File: config.mk
export PLATFORM = sky130hd
export DESIGN_NAME = uart_tx_block
export DESIGN_NICKNAME = d
export VERILOG_FILES = /design/src/rtl/uart_pkg.sv /design/src/rtl/uart_tx_timer.sv /design/src/rtl/uart_tx_block.sv
export SDC_FILE = /design/constraint.sdc
export NUM_CORES = 1
export LEC_CHECK = 0
export CORE_UTILIZATION = 53
export DETAILED_ROUTE_END_ITERATION = 16
export GPL_TIMING_DRIVEN = 0
export PLACE_DENSITY = 0.76
export SYNTH_ARGS = -nofsm -noshare
export SYNTH_HDL_FRONTEND = slang
export SYNTH_SLANG_ARGS = --single-unit
File: constraint.sdc
create_clock -name clk -period 1.8 [get_ports clk]
set_input_delay 0.36 -clock clk [delete_from_list [all_inputs] [get_ports clk]]
set_output_delay 0.36 -clock clk [all_outputs]
set_load 0.02 [all_outputs]
File: src/rtl/uart_pkg.sv
// Shared UART definitions: transmitter FSM states and line-level constants.
// These constants are also used by rcv_block so both ends agree on framing.
package uart_pkg;

  typedef enum logic [1:0] {
    IDLE,
    START,
    DATA,
    STOP
  } tx_state_t;

  localparam int   UART_DATA_BITS  = 8;
  localparam logic UART_START_BIT  = 1'b0;
  localparam logic UART_STOP_BIT   = 1'b1;
  localparam logic UART_IDLE_LEVEL = 1'b1;

endpackage

File: src/rtl/uart_tx_timer.sv
// Bit-period counter plus data-bit index for the UART transmitter.
// bit_done marks the final clock of the current serial bit.
module uart_tx_timer
  import uart_pkg::*;
#(
  parameter int BIT_PERIOD = 10
) (
  input  logic clk,
  input  logic n_rst,
  input  logic i_clear,
  input  logic i_enable,
  output logic o_bit_done,
  output logic o_last_data_bit
);

  localparam int CW = (BIT_PERIOD > 1) ? $clog2(BIT_PERIOD) : 1;

  logic [CW-1:0] r_count;
  logic [2:0]    r_index;
  logic          w_rollover;

  assign w_rollover      = (r_count == CW'(BIT_PERIOD - 1));
  assign o_bit_done      = i_enable && w_rollover;
  assign o_last_data_bit = (r_index == 3'(UART_DATA_BITS - 1));

  // Clear wins over counting so a new bit phase always starts from zero.
  always_ff @(posedge clk or negedge n_rst) begin
    if (!n_rst) begin
      r_count <= '0;
      r_index <= '0;
    end else if (i_clear) begin
      r_count <= '0;
      r_index <= '0;
    end else if (i_enable) begin
      if (w_rollover) begin
        r_count <= '0;
        r_index <= r_index + 3'd1;
      end else begin
        r_count <= r_count + CW'(1);
      end
    end
  end

endmodule

File: src/rtl/uart_tx_block.sv
// UART transmitter: 1 start bit, 8 data bits LSB-first, 1 stop bit, all outputs registered.
// Define UART_TX_HOLD_EN to add a one-entry holding register for back-to-back frames.
module uart_tx_block
  import uart_pkg::*;
#(
  parameter int BIT_PERIOD = 10
) (
  input  logic       clk,
  input  logic       n_rst,
  input  logic [7:0] tx_data,
  input  logic       load_data,
  output logic       serial_out,
  output logic       tx_busy,
  output logic       tx_ready
);

  tx_state_t  r_state, w_state_d;
  logic [7:0] r_shift, w_shift_d;
  logic       r_serial, r_busy, r_ready;
  logic       w_serial_d, w_busy_d, w_ready_d;
  logic       w_accept, w_bit_done, w_last_bit, w_timer_clear, w_timer_en;
`ifdef UART_TX_HOLD_EN
  logic [7:0] r_hold_data, w_hold_data_d;
  logic       r_hold_valid, w_hold_valid_d;
`endif

  assign w_accept      = load_data && r_ready;
  assign w_timer_en    = (r_state != IDLE);
  assign w_timer_clear = ((w_state_d == START) && (r_state != START)) ||
                         ((w_state_d == DATA) && (r_state == START));

  uart_tx_timer #(.BIT_PERIOD(BIT_PERIOD)) u_timer (
    .clk             (clk),
    .n_rst           (n_rst),
    .i_clear         (w_timer_clear),
    .i_enable        (w_timer_en),
    .o_bit_done      (w_bit_done),
    .o_last_data_bit (w_last_bit)
  );

  always_ff @(posedge clk or negedge n_rst) begin
    if (!n_rst) begin
      r_state  <= IDLE;
      r_shift  <= '0;
      r_serial <= UART_IDLE_LEVEL;
      r_busy   <= 1'b0;
      r_ready  <= 1'b1;
`ifdef UART_TX_HOLD_EN
      r_hold_data  <= '0;
      r_hold_valid <= 1'b0;
`endif
    end else begin
      r_state  <= w_state_d;
      r_shift  <= w_shift_d;
      r_serial <= w_serial_d;
      r_busy   <= w_busy_d;
      r_ready  <= w_ready_d;
`ifdef UART_TX_HOLD_EN
      r_hold_data  <= w_hold_data_d;
      r_hold_valid <= w_hold_valid_d;
`endif
    end
  end

  always_comb begin
    w_state_d = r_state;
    w_shift_d = r_shift;
`ifdef UART_TX_HOLD_EN
    w_hold_data_d  = r_hold_data;
    w_hold_valid_d = r_hold_valid;
`endif
    case (r_state)
      IDLE: begin
        if (w_accept) begin
          w_state_d = START;
          w_shift_d = tx_data;
        end
      end
      START: begin
        if (w_bit_done) w_state_d = DATA;
      end
      DATA: begin
        if (w_bit_done) begin
          w_shift_d = r_shift >> 1;
          if (w_last_bit) w_state_d = STOP;
        end
      end
      STOP: begin
        if (w_bit_done) begin
`ifdef UART_TX_HOLD_EN
          if (r_hold_valid) begin
            w_state_d      = START;
            w_shift_d      = r_hold_data;
            w_hold_valid_d = 1'b0;
          end else if (w_accept) begin
            w_state_d = START;
            w_shift_d = tx_data;
          end else begin
            w_state_d = IDLE;
          end
`else
          w_state_d = IDLE;
`endif
        end
      end
      default: w_state_d = IDLE;
    endcase
`ifdef UART_TX_HOLD_EN
    // A load on the final stop clock goes straight to the shifter, not the holding register.
    if (w_accept && ((r_state == START) || (r_state == DATA) ||
                     ((r_state == STOP) && !w_bit_done))) begin
      w_hold_data_d  = tx_data;
      w_hold_valid_d = 1'b1;
    end
`endif
  end

  // Outputs are computed from the next state so they register in step with it.
  always_comb begin
    w_busy_d = (w_state_d != IDLE);
    case (w_state_d)
      START:   w_serial_d = UART_START_BIT;
      DATA:    w_serial_d = w_shift_d[0];
      STOP:    w_serial_d = UART_STOP_BIT;
      default: w_serial_d = UART_IDLE_LEVEL;
    endcase
`ifdef UART_TX_HOLD_EN
    w_ready_d = !w_hold_valid_d;
`else
    w_ready_d = (w_state_d == IDLE);
`endif
  end

  assign serial_out = r_serial;
  assign tx_busy    = r_busy;
  assign tx_ready   = r_ready;

endmodule
==> impl_results.md <==
* Largest net degree at the start of global routing at 21
* Clk_skew at 0.003233 ns
* Yosys warns at 0
* Critical path type: reg2reg
* Worst endpoint data arrival time at 1.88 ns
* FFs w/ async S/R, synth at 100.0%
* Most frequent cells after synthesis: dfrtp_1 (18), nand2_1 (8), o21ai_0 (8)
* Number of antenna violations at the first check in global routing at 0
* Dominant synthesized flop cell: dfrtp_1
* DR WL/cell at 14.24 um
* Initial DRT Pass Iterations at 4
* CP Buf/Inv Count at 2
* Setup crit end: r_shift[0]$_DFF_PN0_
* H-tree Lvls at 1
* Max-cap viol count at 0
* Drt initial violations at 10
* Synth top area share at 43.11%
* Detailed placement HPWL at 1366 um
* Cell Chain, Critical Path: inv_1 -> ha_2 -> and3b_1 -> buf_6 -> mux2_4 -> a221o_1
* Syn Area/Cell at 11.00 um^2
* Initial Utilization at 58.60%
* Worst Setup Start Kind: register
* Register area at 503.0 um^2
* Hold Fails Final Rpt at 0
* Worst-path maximum fanout at 6
* Dpl cells at 133
* Dominant cell type by area after synthesis: dfrtp_1
* Final #Nets at 128
* GP Congestion at 0.7734
* Diode count at 0
* RSZ-0062 raised after global routing: no
* Syn nets at 110
* Max incr delay on CP at 0.43 ns
* Worst r2r src: u_timer.r_count[1]$_DFFE_PN0P_
* Synth Instances at 95
* Outcome: completed
* Routed wire length at 1936 um
* FF-to-FF path depth at 6
* Die ar. at 0.002153 mm^2
* I/O Pins at 14
* Reg2Reg Setup Slack at 0.11 ns
* Flops & latches, synth at 20
* Max Slew Vio Count at 0
* Worst vdd ir at 0.001010 V
* Core ar. at 0.001783 mm^2
* Port Buffers at 13
* Clock sink count at 20
* Endpoint class of the critical path: register
* Most common cell in the netlist: dfrtp_1
* CTS buffer count at 3
* Number of setup violations in the final report at 0
* Setup crit start: u_timer.r_count[1]$_DFFE_PN0P_
* Die H at 46.40 um
* Post-synthesis cell area at 0.001045 mm^2
* FILL cells at 137
* Rel. slew slack at 40.00%
* Die span in x at 46.40 um
* Distinct cells, synth at 31
* Final Cycle Share at 93.83%
* Share of layout cells above drive strength 1 at 14.41%
* Clock Latency Late Sink at 0.29 ns
* Vias in the first global route at 674
* DP Area at 0.001206 mm^2
* Post-CTS setup buffer count at 0
* First-pass GRT wire length at 3036 um
* WP depth at 6
* Post-route cell area at 0.001232 mm^2
* CTS tree: done
* PD cells at 1513 mW/mm^2
* P&R area growth vs syn at 17.96%
* Crit path time final at 1.689 ns
* FF-to-FF End: r_shift[0]$_DFF_PN0_
* Vias per Instance at 5.676
* Antenna viol nets, final at 0
* HP Class: reg2reg
* Gr ovfl total at 0
* Hold buffer count at CTS at 0
* Total track usage at 20.61%
* Leakage power at 0.5482 nW
* Row count at 15
* Tot Pwr at 0.001865 W
* Post-route DRC at 0
* EDFF count, synth at 0
* Clock slew at reported path FFs at 0.10 ns
* Post-synthesis sequential area ratio at 48.14%
* CTS Root Cell: clkbuf_4
* CP max stage cell: dfrtp_1
* Peak Freq at 592.1 MHz
* WP data required at 1.99 ns
* Hold path depth at 1
* Slew @ Worst Pin at 0.8973 ns
* DR vias at 772
* Hold slack final at 0.5286 ns
* Hold wc startpoint: r_shift[2]$_DFFE_PN0P_
* Area of the multi-input gates at 496.7 um^2
* CTS max path bufs at 2
* Setup TNS at 0 ns
* Cell family with the largest share of critical-path delay: flip-flops
* Top post-synthesis cells by area: dfrtp_1 (43%), a221o_1 (6.7%), dfstp_2 (5.0%)
* Non-Filler Instances at 136
## timing repair
action / CTS / global route
endpoints found under the setup margin: 1 / 2
resized for setup: 1 / 2
cloned: 0 / 0
pin swaps: 0 / 0
## cells in the final DEF (no fill, tap or decap)
cell,n
nand2_1,8
buf_6,2
a21bo_2,2
and4bb_1,1
or2_2,1
dfstp_2,2
mux2i_1,1
clkdlybuf4s50_1,11
and4b_4,1
nor2b_1,3
ha_2,1
clkbuf_1,1
o2bb2ai_1,1
nand2b_1,3
ha_1,3
o21ai_0,8
mux2_4,1
nor2_1,1
a211oi_2,1
a221o_1,7
a221oi_1,1
dlymetal6s2s_1,1
dfrtp_1,18
buf_2,2
a21oi_1,6
nand3b_1,2
inv_1,3
xnor2_1,1
and3b_1,1
o211a_1,1
clkbuf_4,3
and2_1,7
a211oi_1,2
dlygate4sd2_1,1
nand4b_1,1
o21bai_1,2
## metrics by stage
stage	utilization (%)	setup WS (ns)
3_3_place_gp	67.65	-0.04360
6_report	69.12	0.1110
4_1_cts	68.84	0.02446
3_5_place_dp	67.65	-0.07140
2_1_floorplan	-	0.1656
5_1_grt	69.12	0.02214
## worst min path at each step
stage	end	slack, ns
2_1_floorplan	r_shift[0]$_DFF_PN0_	0.06
3_3_place_gp	r_shift[6]$_DFFE_PN0P_	0.49
3_5_place_dp	r_shift[5]$_DFFE_PN0P_	0.50
4_1_cts	r_shift[4]$_DFFE_PN0P_	0.53
5_1_grt	r_shift[4]$_DFFE_PN0P_	0.54
6_report	r_shift[2]$_DFFE_PN0P_	0.53
## registers in the layout (all words and copies together), names as in the netlist
| signal | flops |
|---|---|
| u_timer.r_count | 4 |
| r_state | 2 |
| serial_out | 1 |
| tx_ready | 1 |
| u_timer.r_index | 3 |
| tx_busy | 1 |
| r_shift | 8 |
## metal layers
metal	vias up	track usage [%]	wire length [um]
li1	379	-	-
met1	371	27.89	931
met2	18	30.56	899
met3	4	4.706	76
met4	0	10.59	29
met5	-	0	0
## power breakdown
group          total, W  switching [W]  internal, W
clock          0.000204       0.000126    0.0000779
combinational  0.000826       0.000390     0.000436
sequential     0.000834       0.000162     0.000672
total           0.00186       0.000679      0.00119
## cell type report
type	count	area share (%)
multi-input cells	67	40.30
well taps	25	2.538
clock buffers	3	1.827
plain buffers	5	2.944
flip-flops and latches	20	40.81
inverters	3	0.9137
repair buffers	13	10.66
## cells by family (layout without fill, tap and decap cells)
kind of cell	Yosys count	count (layout)	share of synthesized area, %
AO/OA/AOI/OAI	31	31	22.04
XOR/XNOR	1	1	0.8385
adder cells (fa/ha/maj)	4	4	4.791
buffers and inverters	8	24	4.550
flip-flops	20	20	48.14
multiplexers	2	2	2.395
AND/OR/NAND/NOR	29	29	17.25
Power figures use the tool's default switching activity.
